--- src/rtl/seq_prod_deser.sv ---
// Receive side of the bit-serial multiplier: gathers P-bit product digits LSB-first,
// then presents the sign/zero-extended product on a valid/ready port.
module seq_prod_deser #(
    parameter int P         = 2,
    parameter int MAX_WIDTH = 16,
    localparam int PW   = 2 * MAX_WIDTH,
    localparam int MAXD = MAX_WIDTH / P,
    localparam int SW   = $clog2(MAXD) + 2,
    localparam int CW   = $clog2(2 * MAX_WIDTH / P) + 1
) (
    input  logic          clk,
    input  logic          rst_n,
    input  logic          start,
    input  logic [SW-1:0] bit_size,
    input  logic          signed_mode,
    input  logic [P-1:0]  digit_in,
    input  logic          digit_valid,
    output logic [PW-1:0] prod,
    output logic          prod_valid,
    input  logic          prod_ready,
    output logic          start_ready,
    output logic          err
);

    typedef enum logic [1:0] {
        IDLE    = 2'd0,
        COLLECT = 2'd1,
        HOLD    = 2'd2
    } state_e;

    state_e        state_q;
    logic [CW-1:0] cnt_q;
    logic [PW-1:0] acc_q;
    logic [SW-1:0] size_q;
    logic          sign_q;
    logic [PW-1:0] prod_q;
    logic          prod_valid_q;
    logic          err_q;

    logic          size_legal;
    logic [CW-1:0] last_idx;
    logic [PW-1:0] acc_d;
    logic [PW-1:0] prod_d;
    logic          msb;
    int            w;

    assign size_legal  = (bit_size != '0) && (bit_size <= SW'(MAXD));
    assign last_idx    = CW'(2 * int'(size_q) - 1);
    assign start_ready = (state_q == IDLE) || (state_q == COLLECT) ||
                         ((state_q == HOLD) && prod_ready);

    // Accumulator with the incoming digit merged in, and the extended word it would produce.
    always_comb begin
        // NOTE: every always_comb output gets a default first so no latch is inferred.
        acc_d  = acc_q;
        prod_d = '0;
        msb    = 1'b0;
        w      = 2 * P * int'(size_q);
        // NOTE: constant-bound loops compare against the counter instead of a variable part-select.
        for (int k = 0; k < 2 * MAXD; k++) begin
            if (cnt_q == CW'(k)) acc_d[k*P +: P] = digit_in;
        end
        for (int i = 0; i < PW; i++) begin
            if (i == w - 1) msb = acc_d[i];
        end
        for (int i = 0; i < PW; i++) begin
            prod_d[i] = (i < w) ? acc_d[i] : (sign_q & msb);
        end
    end

    // NOTE: all state is assigned non-blocking; reset is asynchronous and aborts any collection.
    always_ff @(posedge clk or negedge rst_n) begin
        if (!rst_n) begin
            state_q      <= IDLE;
            cnt_q        <= '0;
            acc_q        <= '0;
            size_q       <= '0;
            sign_q       <= 1'b0;
            prod_q       <= '0;
            prod_valid_q <= 1'b0;
            err_q        <= 1'b0;
        end else begin
            err_q <= 1'b0;
            unique case (state_q)
                IDLE: begin
                    if (digit_valid) err_q <= 1'b1;
                    if (start) begin
                        if (size_legal) begin
                            state_q <= COLLECT;
                            cnt_q   <= '0;
                            acc_q   <= '0;
                            size_q  <= bit_size;
                            sign_q  <= signed_mode;
                        end else begin
                            err_q <= 1'b1;
                        end
                    end
                end
                COLLECT: begin
                    if (start && size_legal) begin
                        // Abort and restart; a digit in this cycle belongs to the dead product.
                        cnt_q  <= '0;
                        acc_q  <= '0;
                        size_q <= bit_size;
                        sign_q <= signed_mode;
                        err_q  <= 1'b1;
                    end else begin
                        if (start) err_q <= 1'b1;
                        if (digit_valid) begin
                            acc_q <= acc_d;
                            cnt_q <= cnt_q + 1'b1;
                            if (cnt_q == last_idx) begin
                                state_q      <= HOLD;
                                prod_q       <= prod_d;
                                prod_valid_q <= 1'b1;
                            end
                        end
                    end
                end
                HOLD: begin
                    if (digit_valid) err_q <= 1'b1;
                    if (prod_ready) begin
                        prod_valid_q <= 1'b0;
                        if (start && size_legal) begin
                            state_q <= COLLECT;
                            cnt_q   <= '0;
                            acc_q   <= '0;
                            size_q  <= bit_size;
                            sign_q  <= signed_mode;
                        end else begin
                            state_q <= IDLE;
                            if (start) err_q <= 1'b1;
                        end
                    end else if (start) begin
                        err_q <= 1'b1;
                    end
                end
                default: state_q <= IDLE;
            endcase
        end
    end

    assign prod       = prod_q;
    assign prod_valid = prod_valid_q;
    assign err        = err_q;

endmodule

--- config.mk ---
export PLATFORM = sky130hd
export DESIGN_NAME = seq_prod_deser
export DESIGN_NICKNAME = d
export VERILOG_FILES = /design/src/rtl/seq_prod_deser.sv
export SDC_FILE = /design/constraint.sdc
export NUM_CORES = 1
export LEC_CHECK = 0
export BUFFER_PORTS_ARGS = -buffer_cell sky130_fd_sc_hd__buf_2
export CAP_MARGIN = 20
export CORE_UTILIZATION = 41
export DETAILED_ROUTE_END_ITERATION = 7
export GPL_ROUTABILITY_DRIVEN = 0
export PLACE_DENSITY = 0.66
export SYNTH_ARGS = -nofsm -noshare
export SYNTH_HDL_FRONTEND = slang
export SYNTH_SLANG_ARGS = --single-unit
--- constraint.sdc ---
create_clock -name clk -period 2.58 [get_ports clk]
set_clock_uncertainty 0.2 [all_clocks]
set_input_delay 0.129 -clock clk [delete_from_list [all_inputs] [get_ports clk]]
set_output_delay 0.129 -clock clk [all_outputs]
set_load 0.1 [all_outputs]
# Word level (Yosys, flattened, before mapping)
# Cells that the tools add are included.
word_totals:
  ff_bits: 79
  inputBits: 13
  wordCells: 245
op_classes:
  n_addsub: 3
  magnitude_cmp: 33
  n_eq_ne: 57
  mux: 126
  n_bitwise: 2
  reduce_logical: 16
ops:
  columns: ["op", "n"]
  rows:
  - ["2-to-1 mux 32 bit", 6]
  - ["== test 6 x 8 -> 1 bit, first input constant", 16]
  - ["< comparator 5 x 7 -> 1 bit, first input constant", 16]
  - ["case mux 32 bit (3 select lines)", 1]
  - ["2-to-1 mux 1 bit", 81]
  - ["== test 5 x 8 -> 1 bit, first input constant", 8]
  - ["< comparator 4 x 7 -> 1 bit, first input constant", 8]
  - ["2-to-1 mux 5 bit", 10]
  - ["2-to-1 mux 2 bit", 22]
  - ["== test 5 x 4 -> 1 bit, second input constant", 8]
  - ["== test 4 x 8 -> 1 bit, first input constant", 4]
  - ["logical NOT 32 bit", 1]
  - ["case mux 5 bit (3 select lines)", 2]
  - ["< comparator 3 x 7 -> 1 bit, first input constant", 4]
  - ["== test 5 x 3 -> 1 bit, second input constant", 4]
  - ["== test 3 x 8 -> 1 bit, first input constant", 2]
  - ["< comparator 1 x 7 -> 1 bit, first input constant", 2]
  - ["< comparator 2 x 7 -> 1 bit, first input constant", 2]
  - ["AND reduction 6 bit", 2]
  - ["== test 5 x 2 -> 1 bit, second input constant", 2]
  - ["inequality test 2 bit, second input constant", 5]
  - ["== test 2 x 8 -> 1 bit, first input constant", 1]
  - ["AND reduction 4 bit", 2]
  - ["subtractor 7 x 1 -> 8 bit, second input constant", 1]
  - ["other kinds (22)", 27]

# Longest topological paths before layout
# Gate-level depths: netlist of run 1.
logic_depth:
  ltp_word: 36
  mapped_depth: 10
  ltp_nobuf: 8

# Least setup slack after synthesis of run 1
# No wires, ideal clock.
synth_path:
  path_type: "register to register"
  start: "register size_q[1]"
  end: "register prod_q[10], in the netlist prod[10]"
  setup_ns: 0.137
  t_arrival_ns: 2.367
  required_time_ns: 2.243
  setup_slack_ns: -0.124
  path_stages_with_launch: 9
  path_buffers: 1
  cell_sequence: "dfrtp_1 clkbuf_1 inv_1 ha_1 xor2_1 mux2_1 a31o_2 o311ai_1 o21ai_1"
synth_via:
  elab_chain_len: 36
  elab_cells_between_ends: 71
synth_lines:
  columns: ["element", "line_no", "rtl"]
  rows:
  - ["from (decl)", "34", "logic [SW-1:0] size_q;"]
  - ["from (signal assigned)", "92", "size_q <= bit_size;"]
  - ["from (signal assigned)", "104", "size_q <= bit_size;"]
  - ["from (signal assigned)", "128", "size_q <= bit_size;"]
  - ["subtractor 7 x 1 -> 8 bit", "64", "if (i == w - 1) msb = acc_d[i];"]
  - ["logical NOT 32 bit", "64", null]
  - ["2-to-1 mux 1 bit (32 in a row)", "64", null]
  - ["AND 1 bit", "67", "prod_d[i] = (i < w) ? acc_d[i] : (sign_q & msb);"]
  - ["2-to-1 mux 1 bit", "67", null]
  - ["to (signal assigned)", "114", "prod_q <= prod_d;"]
  - ["to (decl)", "36", "logic [PW-1:0] prod_q;"]
# Several ways; a longest one is shown, not always the timed one.
# A chain may end at the register's enable or synchronous reset.

# Worst setup path after layout of run 1
layout_path:
  start: "register size_q[0]"
  end: "register prod_q[6], in the netlist prod[6]"
# The elaborated chain is that of the path after synthesis.

==> qor.yml, run 1 <==
route.final.wire_length_um: 12600
ys_seq_area_frac: 0.425
filler_cell_count: 972
starting_density: 0.425
met2_length_um: 5900
route.detailed.vias_per_inst: 5.78
detailedPlace.worstSlack_ps: -23.4
remaining_number_of_nets_flagged_by_the_antenna_check_after_routing: 0
max_slew.worst_pin.slew_ps: 677
grt.overflow.total: 0
synth.net_count: 469
fp.dieArea_um2: 11800
clk_transition_reported_paths_ps: 60
setup_violations: 0
insertion_delay_ps: 350
dr_wl_met3_um: 497
grt_first_pass_wirelength_um: 20500
timing.final.ws_setup_ps: 78.0
clock-sinks: 79
groute.usage.overall: 0.229
die_y_um: 108
grt_pass1_vias: 3989
share_of_synthesized_flip_flops_with_an_asynchronous_set_or_reset: 1.00
num-nets-final: 560
yosys.area.top_type_share: 0.425
pwr_density_cell_nw_per_um2: 1090
cp_class: "flop to flop"
number_of_cells_in_the_finished_layout_apart_from_fillers: 682
ys_types: 60
instance_count_of_the_mapped_netlist: 446
syn-cell-area_um2: 4650
drt_drc_violations_left: 0
timing.max_slew.rel_slack: 0.549
tritoncts: "built"
post_drt_wl_per_cell_um: 18.5
critPathTopFamily: "compound AO/OA/AOI/OAI gates"
run_status: "finished clean"
slew_violations: 0
final_critical_path_share_of_the_clock_period: 0.970
routed-via-count: 3943
ys.flop_type: "sky130_fd_sc_hd__dfrtp_1"
antenna_cells_inserted: 0
critical_path_arrival_ps: 2510
yosysWarningCount: 0
topRoutingLayerUsed: "met4"
synth_edf_count: 0
clock_tree.root_cell: "sky130_fd_sc_hd__clkbuf_16"
setup_repair_after_global_routing_missed_its_margin: "yes"
highest_clock_rate_mhz: 400
postSynthRegisterBits: 79
post_route_core_utilization: 0.546
placeableCoreArea_um2: 10900
drt-pass1-iter-count: 4
detail_route.iter0.violations: 238
number_of_antenna_violations_at_the_first_check_in_global_routing: 0
areaGrowthSynthToFinish_pct: 28.5
grt_max_degree: 80
timing.hold.worst.class: "input port to async pin"
vdd_ir_drop_max_mv: 0.483
startpoint_type: "flop"
synth.avg_cell_area_um2: 10.4
critical_path.max_fanout: 7
place.detailed.hpwl_um: 8610
yosysTopAreaCell: "sky130_fd_sc_hd__dfrtp_1"
timing.max_cap.violations: 0
timing.critical_path.slowest_stage_cell: "sky130_fd_sc_hd__o311ai_2"
end_kind: "flop"
period_minus_slack_ps: 2500
crit_buf_inv: 2
cpPeakStageDelay_ps: 460
row_count: 38
synth.top_cells.by_area: "sky130_fd_sc_hd__dfrtp_1 43%, sky130_fd_sc_hd__mux2i_1 12%, sky130_fd_sc_hd__o21ai_1 3.3%"
htree_num_levels: 3
final-hold-violation-count: 0
dp.cells: 652
critical_path.cell_chain: "inv_1 > ha_4 > xor2_4 > buf_4 > or3_1 > o211a_2 > o311ai_2 > o21ai_1"
met1Wirelength_um: 6000
leakage_nw: 2.58
ctsLongestPathBuffers: 2
cts_made_buffers: 9
place.port_buffers: 47
pin_count: 48
worst-endpoint-required_ps: 2590
dieWidth_um: 108
drive_above_1_share: 0.284
## layer usage
| metal | GRT usage | vias to the layer above |
|---|---|---|
| met5 | 0 | - |
| met4 | 0.0888 | 0 |
| met3 | 0.0404 | 23 |
| met2 | 0.353 | 90 |
| met1 | 0.320 | 1986 |
| li1 | - | 1844 |
## state kept, by name (all words and copies together), names as in the netlist
register	count
acc_q	32
sign_q	1
cnt_q	5
state_q	2
size_q	5
prod	32
err	1
prod_valid	1
## kinds of logic after synthesis
kind of cell / Yosys count / share of synthesized area
adder cells (fa/ha/maj): 10 / 0.0269
AO/OA/AOI/OAI: 113 / 0.179
flip-flops: 79 / 0.425
buffers and inverters: 41 / 0.0420
multiplexers: 71 / 0.156
AND/OR/NAND/NOR: 125 / 0.154
XOR/XNOR: 7 / 0.0167
## cells in the mapped netlist (4+ instances only)
master	instances
sky130_fd_sc_hd__mux2_1	12
sky130_fd_sc_hd__a21oi_1	14
sky130_fd_sc_hd__ha_1	10
sky130_fd_sc_hd__nor2_1	37
sky130_fd_sc_hd__nand2_1	33
sky130_fd_sc_hd__dfrtp_1	79
sky130_fd_sc_hd__nor4bb_1	6
sky130_fd_sc_hd__o311ai_1	4
sky130_fd_sc_hd__o21bai_1	7
sky130_fd_sc_hd__inv_1	12
sky130_fd_sc_hd__nor4_1	4
sky130_fd_sc_hd__buf_2	15
sky130_fd_sc_hd__clkbuf_1	8
sky130_fd_sc_hd__o21ai_1	31
sky130_fd_sc_hd__nand3_1	4
sky130_fd_sc_hd__nor3_1	8
sky130_fd_sc_hd__mux2i_1	58
sky130_fd_sc_hd__o31ai_1	20
sky130_fd_sc_hd__nand2b_1	5
sky130_fd_sc_hd__nand3b_1	4
sky130_fd_sc_hd__o2bb2ai_1	13
sky130_fd_sc_hd__a32o_1	4
## final timing paths
path                                         endpoint  slack (ps)  depth (start not counted)                   from
worst min register to register  acc_q[12]$_DFFE_PN0P_         270                          2  acc_q[12]$_DFFE_PN0P_
max in group asynchronous       size_q[2]$_DFFE_PN0P_        1480                          3                  rst_n
worst max register to register    prod[6]$_DFFE_PN0P_          80                          8  size_q[0]$_DFFE_PN0P_
worst max-delay path              prod[6]$_DFFE_PN0P_          80                          8  size_q[0]$_DFFE_PN0P_
worst min-delay path              prod[4]$_DFFE_PN0P_          80                          2                  rst_n
min in group clk                acc_q[30]$_DFFE_PN0P_         150                          2            digit_in[0]
## metrics by stage
| stage | total power (W) | area, um2 | TNS (ps) | hold slack (ps) |
|---|---|---|---|---|
| after global placement | 0.00497 | 5410 | -39.7 | 149 |
| after floorplan | 0.00401 | 4700 | 0 | -367 |
| after CTS | 0.00640 | 5830 | 0 | 155 |
| final | 0.00650 | 5970 | 0 | 79.3 |
| after global routing | 0.00684 | 5970 | -37.6 | 121 |
| after detailed placement | 0.00501 | 5410 | -63.0 | 164 |
## worst register-to-register path: stages (launching register included)
cell	delay, ps
sky130_fd_sc_hd__dfrtp_1	350
sky130_fd_sc_hd__inv_1	80
sky130_fd_sc_hd__ha_4	200
sky130_fd_sc_hd__xor2_4	200
sky130_fd_sc_hd__buf_4	160
sky130_fd_sc_hd__or3_1	340
sky130_fd_sc_hd__o211a_2	240
sky130_fd_sc_hd__o311ai_2	460
sky130_fd_sc_hd__o21ai_1	130
## cells in the final DEF (no fill, tap or decap), types with 4 or more instances in the layout
master,count
sky130_fd_sc_hd__o21bai_1,7
sky130_fd_sc_hd__dfrtp_1,77
sky130_fd_sc_hd__nor4bb_1,4
sky130_fd_sc_hd__buf_2,46
sky130_fd_sc_hd__mux2i_1,58
sky130_fd_sc_hd__o2bb2ai_1,13
sky130_fd_sc_hd__nand3_1,4
sky130_fd_sc_hd__mux2_1,12
sky130_fd_sc_hd__dlygate4sd3_1,10
sky130_fd_sc_hd__clkbuf_16,9
sky130_fd_sc_hd__a21oi_1,13
sky130_fd_sc_hd__a32o_1,4
sky130_fd_sc_hd__nand2b_1,5
sky130_fd_sc_hd__buf_12,5
sky130_fd_sc_hd__nor3_1,7
sky130_fd_sc_hd__o21ai_1,31
sky130_fd_sc_hd__inv_1,12
sky130_fd_sc_hd__o311ai_2,6
sky130_fd_sc_hd__ha_1,7
sky130_fd_sc_hd__o31ai_1,18
sky130_fd_sc_hd__nand2_1,33
sky130_fd_sc_hd__nand3b_1,4
sky130_fd_sc_hd__buf_4,47
sky130_fd_sc_hd__nor2_1,37
## final cells by class
| class | count | area, um2 | share of cell area |
|---|---|---|---|
| Inverter | 12 | 45.0 | 0.00754 |
| Multi-Input combinational cell | 326 | 2670 | 0.447 |
| Timing Repair Buffer | 109 | 795 | 0.133 |
| Sequential cell | 79 | 1980 | 0.331 |
| Tap cell | 140 | 175 | 0.0293 |
| Clock buffer | 12 | 256 | 0.0429 |
| Clock inverter | 4 | 53.8 | 0.00901 |
## power breakdown
group	leakage, nW	switching, W	internal (W)
clock	0.145	0.000522	0.000804
sequential	1.07	0.000223	0.00146
combinational	1.37	0.00226	0.00123
## what timing repair did
item                                    in CTS  in global routing
hold endpoints to repair                    87                  0
endpoints found under the setup margin      28                 36
buffers inserted                             0                  3
pin swaps                                    0                  3
hold buffers                                10                  0
resized for setup                            2                 18
No activity file was read; power rests on OpenSTA's default activity.
==> run 2: changes to the inputs <==
--- a/config.mk
+++ b/config.mk
@@ -7,10 +7,13 @@
 export LEC_CHECK = 0
 export BUFFER_PORTS_ARGS = -buffer_cell sky130_fd_sc_hd__buf_2
 export CAP_MARGIN = 20
+export CELL_PAD_IN_SITES_DETAIL_PLACEMENT = 0
+export CELL_PAD_IN_SITES_GLOBAL_PLACEMENT = 1
 export CORE_UTILIZATION = 41
 export DETAILED_ROUTE_END_ITERATION = 7
 export GPL_ROUTABILITY_DRIVEN = 0
-export PLACE_DENSITY = 0.66
+export PLACE_DENSITY = 0.79
 export SYNTH_ARGS = -nofsm -noshare
 export SYNTH_HDL_FRONTEND = slang
 export SYNTH_SLANG_ARGS = --single-unit
+export TNS_END_PERCENT = 10
==> run 2 against run 1 <==
Against the previous run:
- the flow now finishes with violations (negative setup slack)
- wire length up 8.7%
- power rose by 8.4%
- die area did not move
- global-route usage increased by 1.4 points
- critical endpoint is now prod[20]$_DFFE_PN0P_
- highest routed layer unchanged
==> qor.yml, run 2 (synthesized netlist as in run 1, its figures left out) <==
starting_density: 0.425
groute.usage.overall: 0.243
most_common_library_cell_in_the_layout_ignoring_fill_and_taps: "sky130_fd_sc_hd__dfrtp_1"
critical_path.max_fanout: 14
worst-endpoint-required_ps: 2590
post_route_core_utilization: 0.566
hold_path_depth: 3
htree_num_levels: 3
route.detailed.vias_per_inst: 5.78
timing.hold.worst_endpoint: "acc_q[3]$_DFFE_PN0P_"
place.port_buffers: 47
cts_made_buffers: 9
detailedPlace.worstSlack_ps: -63.2
areaGrowthSynthToFinish_pct: 33.2
drt_drc_violations_left: 0
setup_total_negative_slack_ps: -700
end_kind: "flop"
final_critical_path_share_of_the_clock_period: 1.02
final-hold-violation-count: 0
grt_first_pass_wirelength_um: 21400
period_minus_slack_ps: 2640
max_slew.worst_pin.slew_ps: 665
critical_path.cell_chain: "inv_2 > ha_4 > buf_6 > xor3_2 > nor4bb_4 > o41ai_4 > o221ai_4 > clkbuf_16 > o21ai_1"
clock-sinks: 79
clock_tree.root_cell: "sky130_fd_sc_hd__clkbuf_16"
setup_repair_after_global_routing_missed_its_margin: "yes"
cpPeakStageDelay_ps: 470
critical_path_arrival_ps: 2650
seqCellArea_um2: 1980
multi_input_gate_area_um2: 2750
pwr_density_cell_nw_per_um2: 1140
remaining_number_of_nets_flagged_by_the_antenna_check_after_routing: 0
drt-pass1-iter-count: 5
num-nets-final: 573
clk_transition_reported_paths_ps: 60
row_count: 38
layout.cells.most_common_list: "79 x sky130_fd_sc_hd__dfrtp_1, 56 x sky130_fd_sc_hd__mux2i_1, 55 x sky130_fd_sc_hd__buf_4, 46 x sky130_fd_sc_hd__buf_2, 37 x sky130_fd_sc_hd__nor2_1"
run_status: "finished with violations"
leakage_nw: 2.69
insertion_delay_ps: 340
timing.hold.worst.class: "input port to flop"
crit-reg2reg-capture: "prod[20]$_DFFE_PN0P_"
vdd_ir_drop_max_mv: 0.591
route.final.wire_length_um: 13700
routed-via-count: 4015
timing.critical_path.slowest_stage_cell: "sky130_fd_sc_hd__xor3_2"
timing.final.ws_setup_ps: -60.5
detail_route.iter0.violations: 292
slew_violations: 0
tritoncts: "built"
dieWidth_um: 108
post_drt_wl_per_cell_um: 19.8
grt_max_degree: 43
pin_count: 48
place.detailed.hpwl_um: 9200
antenna_cells_inserted: 0
ctsLongestPathBuffers: 2
reg2regPathDepth: 9
failed_checks: "negative setup slack"
startpoint_type: "flop"
grt.overflow.total: 0
timing.hold.worst.start: "digit_in[1]"
detailed_place.area_um2: 5470
drive_above_1_share: 0.312
totalPowerFinal_w: 0.00704
timing.max_slew.rel_slack: 0.555
die_y_um: 108
highest_clock_rate_mhz: 379
cp_class: "flop to flop"
r2r_setup_slack_ps: -60
placeableCoreArea_um2: 10900
critical_path.reg2reg.startpoint: "size_q[1]$_DFFE_PN0P_"
grt_pass1_vias: 4026
setup_violations: 19
filler_cell_count: 946
timing.max_cap.violations: 0
fp.dieArea_um2: 11800
postLayoutCellArea_um2: 6190
number_of_antenna_violations_at_the_first_check_in_global_routing: 0
[run 2: how the worst max path moves through the flow]
stage                                       to                    from  cells after the start
after floorplan           prod[26]$_DFFE_PN0P_   size_q[1]$_DFFE_PN0P_                      9
after global placement    prod[19]$_DFFE_PN0P_   size_q[0]$_DFFE_PN0P_                      7
after global routing       prod[5]$_DFFE_PN0P_   size_q[1]$_DFFE_PN0P_                      9
final                     prod[20]$_DFFE_PN0P_   size_q[1]$_DFFE_PN0P_                      9
after detailed placement  acc_q[2]$_DFFE_PN0P_  state_q[1]$_DFFE_PN0P_                      8
after CTS                 prod[20]$_DFFE_PN0P_   size_q[0]$_DFFE_PN0P_                      8
[run 2: metrics by stage]
step / instances / hold WS, ps
after detailed placement: 659 / -44.7
after global routing: 695 / 43.7
after global placement: 658 / -58.6
final: 695 / 21.0
after CTS: 688 / 17.5
after floorplan: 446 / -367
[run 2: final cells by class]
class                   count  share of cell area
repair buffers            122               0.153
clock buffers              13              0.0453
well taps                 140              0.0283
inverters                  12             0.00728
flip-flops and latches     79               0.319
clock inverters             3             0.00243
multi-input cells         326               0.444
[run 2: routing by layer]
metal / wire length (um) / up-vias / GRT usage
li1: - / 1878 / -
met1: 6230 / 1997 / 0.323
met5: 0 / - / 0
met2: 6430 / 117 / 0.391
met4: 382 / 0 / 0.0840
met3: 704 / 23 / 0.0542
[run 2: critical path: cells and delay by family (launching register included)]
family / cells / cell delay, ps
AO/OA/AOI/OAI: 3 / 510
XOR/XNOR: 1 / 470
buffers and inverters: 3 / 430
flip-flops: 1 / 370
AND/OR/NAND/NOR: 1 / 370
adder cells (fa/ha/maj): 1 / 160
[run 2: repair_timing]
action | 4_1_cts | 5_1_grt
setup endpoints to repair | 18 | 35
cloned | 0 | 3
endpoints found under the hold margin | 48 | 0
pin swaps | 1 | 15
hold buffers | 10 | 0
resized for setup | 1 | 34
setup buffers | 3 | 4
[run 2: power by group]
group          internal [W]  switching (W)
clock network      0.000752       0.000495
logic               0.00152        0.00262
registers           0.00146       0.000196
==> run 3: changes to the inputs <==
--- a/config.mk
+++ b/config.mk
@@ -5,14 +5,15 @@
 export SDC_FILE = /design/constraint.sdc
 export NUM_CORES = 1
 export LEC_CHECK = 0
+export ABC_AREA = 1
 export BUFFER_PORTS_ARGS = -buffer_cell sky130_fd_sc_hd__buf_2
 export CAP_MARGIN = 20
 export CELL_PAD_IN_SITES_DETAIL_PLACEMENT = 0
 export CELL_PAD_IN_SITES_GLOBAL_PLACEMENT = 1
-export CORE_UTILIZATION = 41
+export CORE_UTILIZATION = 40
 export DETAILED_ROUTE_END_ITERATION = 7
 export GPL_ROUTABILITY_DRIVEN = 0
-export PLACE_DENSITY = 0.79
+export PLACE_DENSITY = 0.82
 export SYNTH_ARGS = -nofsm -noshare
 export SYNTH_HDL_FRONTEND = slang
 export SYNTH_SLANG_ARGS = --single-unit
==> run 3 against run 2 <==
Against the previous run:
- utilization decreased by 9.0 points
- the run now ends clean
- wire length decreased by 14%
- maximum frequency increased by 12%
- global-route usage decreased by 3.0 points
- non-clock buffer count decreased by 53
==> qor.yml, run 3 <==
synth.area.mux_share: 0
layout.cells.most_common_list: "103 x sky130_fd_sc_hd__nand2_1, 90 x sky130_fd_sc_hd__nor2_1, 77 x sky130_fd_sc_hd__dfrtp_1, 59 x sky130_fd_sc_hd__a21oi_1, 46 x sky130_fd_sc_hd__buf_2"
grt_pass1_vias: 3966
post_drt_wl_per_cell_um: 14.9
ys_seq_area_frac: 0.422
number_of_antenna_violations_at_the_first_check_in_global_routing: 0
ys_types: 31
critical_path.max_fanout: 28
synth.avg_cell_area_um2: 7.88
synth_top_family_by_area: "simple AND/OR/NAND/NOR gates"
end_kind: "flop"
die_y_um: 110
critical_path_arrival_ps: 2390
dieWidth_um: 110
run_status: "finished clean"
cts_made_buffers: 9
route.final.wire_length_um: 11800
route.detailed.vias_per_inst: 5.15
final-hold-violation-count: 0
yosysTopAreaCell: "sky130_fd_sc_hd__dfrtp_1"
drive_above_1_share: 0.229
number_of_cells_in_the_finished_layout_apart_from_fillers: 794
instance_count_of_the_mapped_netlist: 594
yosys-top-cells-count: "104 x sky130_fd_sc_hd__nand2_1, 90 x sky130_fd_sc_hd__nor2_1, 79 x sky130_fd_sc_hd__dfrtp_1"
r2r_setup_slack_ps: 210
setup_repair_after_global_routing_missed_its_margin: "yes"
highest_clock_rate_mhz: 423
pwr_density_cell_nw_per_um2: 1360
placeableCoreArea_um2: 11400
cp_class: "flop to flop"
htree_num_levels: 3
yosysWarningCount: 0
synth.net_count: 617
insertion_delay_ps: 350
place.port_buffers: 47
period_minus_slack_ps: 2370
starting_density: 0.410
clock_tree.root_cell: "sky130_fd_sc_hd__clkbuf_16"
grt_max_degree: 75
grt_first_pass_wirelength_um: 19500
timing.hold.worst.class: "input port to flop"
most_common_library_cell_in_the_layout_ignoring_fill_and_taps: "sky130_fd_sc_hd__nand2_1"
max_slew.worst_pin.slew_ps: 661
clk_transition_reported_paths_ps: 60
worst-endpoint-required_ps: 2610
synthSimpleGateAreaFrac: 0.330
timing.hold.ws_ps: 17.8
synth-adder-area-share: 0.0267
remaining_number_of_nets_flagged_by_the_antenna_check_after_routing: 0
syn-cell-area_um2: 4680
drt_drc_violations_left: 0
setup_violations: 0
postSynthRegisterBits: 79
clock-sinks: 79
fp.dieArea_um2: 12100
yosysMostFrequentCell: "sky130_fd_sc_hd__nand2_1"
final_critical_path_share_of_the_clock_period: 0.917
post_route_core_utilization: 0.476
pin_count: 48
startpoint_type: "flop"
antenna_cells_inserted: 0
tritoncts: "built"
areaGrowthSynthToFinish_pct: 16.1
ctsLongestPathBuffers: 2
postCtsSetupRepairBufs: 0
place.detailed.hpwl_um: 8270
synth_edf_count: 0
num-nets-final: 670
timing.max_slew.rel_slack: 0.559
synth.top_cells.by_area: "sky130_fd_sc_hd__dfrtp_1 42%, sky130_fd_sc_hd__nand2_1 8.3%, sky130_fd_sc_hd__nor2_1 7.2%"
dp.cells: 770
vdd_ir_drop_max_mv: 1.16
row_count: 39
grt.overflow.total: 0
leakage_nw: 2.51
slew_violations: 0
synthXorXnorAreaFrac: 0.0128
groute.usage.overall: 0.213
yosys.area.top_type_share: 0.422
routed-via-count: 4091
share_of_synthesized_flip_flops_with_an_asynchronous_set_or_reset: 1.00
drt-pass1-iter-count: 4
synth_compound_gate_area_share: 0.131
detail_route.iter0.violations: 206
timing.max_cap.violations: 0
totalPowerFinal_w: 0.00742
setup_total_negative_slack_ps: 0
ys.flop_type: "sky130_fd_sc_hd__dfrtp_1"
## run 3: cell types whose count changed in the layout (fill, tap and decap cells not counted), sizes merged, moves of 16 or more
cell	previous run	this run
nand2	33	109
nor2	37	99
mux2i	58	0
buf	109	60
a21oi	14	61
inv	12	44
nand3	4	29
or2	1	25
o21ai	34	55
o31ai	20	0
nor3	9	28
nand4	1	17
## run 3: what timing repair did
action / 4_1_cts / 5_1_grt
hold buffers: 9 / 0
gates resized for setup: 0 / 11
setup endpoints to repair: 0 / 29
endpoints found under the hold margin: 55 / 0
## run 3: metal layers
layer	vias to the layer above	track usage	share of wire
met4	0	0.0714	0.014
met3	14	0.0576	0.037
met2	80	0.358	0.49
li1	2054	-	-
met5	-	0	0
met1	1943	0.265	0.46
## run 3: power by group
part,leakage [nW],internal [W],switching (W)
Sequential,1.07,0.00159,0.000224
Clock,0.129,0.000643,0.000506
Combinational,1.32,0.000894,0.00357
## run 3: final timing paths
| kind | start | to | cells after the start |
|---|---|---|---|
| max | size_q[1]$_DFFE_PN0P_ | prod[19]$_DFFE_PN0P_ | 12 |
| min | prod_ready | prod_valid$_DFFE_PN0P_ | 6 |
| max reg2reg | size_q[1]$_DFFE_PN0P_ | prod[19]$_DFFE_PN0P_ | 12 |
| min reg2reg | prod[1]$_DFFE_PN0P_ | prod[1]$_DFFE_PN0P_ | 2 |
| max in group asynchronous | rst_n | acc_q[25]$_DFFE_PN0P_ | 3 |
| min in group asynchronous | rst_n | prod[2]$_DFFE_PN0P_ | 2 |
## run 3: area by class of cell
cell class	instances	area, um2
Clock buffer	11	233
Fill cell	1145	5980
Inverter	44	165
Multi-Input combinational cell	444	2380
Timing Repair Buffer	69	479
Clock inverter	4	23.8
Tap cell	143	179
Sequential cell	79	1980
## run 3: per-stage QoR
step                cell area [um2]  worst slack, ps
global placement               5060              180
global route                   5440            -15.8
detailed placement             5060              145
finish                         5440              214
CTS                            5410              124
floorplan                      4680              385
## run 3: cell families after synthesis
logic type,after synthesis
flops,79
buf+inv,71
xor+xnor,6
simple gates,309
compound gates,119
fa+ha+maj,10
## run 3: worst max-delay path, stage by stage (launching register included)
cell	delay [ps]
sky130_fd_sc_hd__dfrtp_1	400
sky130_fd_sc_hd__inv_1	100
sky130_fd_sc_hd__ha_2	380
sky130_fd_sc_hd__inv_1	70
sky130_fd_sc_hd__nand2_1	50
sky130_fd_sc_hd__nand2_1	50
sky130_fd_sc_hd__nor2_1	90
sky130_fd_sc_hd__nand2_1	80
sky130_fd_sc_hd__nor2_4	140
sky130_fd_sc_hd__nand4_4	130
sky130_fd_sc_hd__buf_6	230
sky130_fd_sc_hd__nor3_1	220
sky130_fd_sc_hd__a21oi_1	100
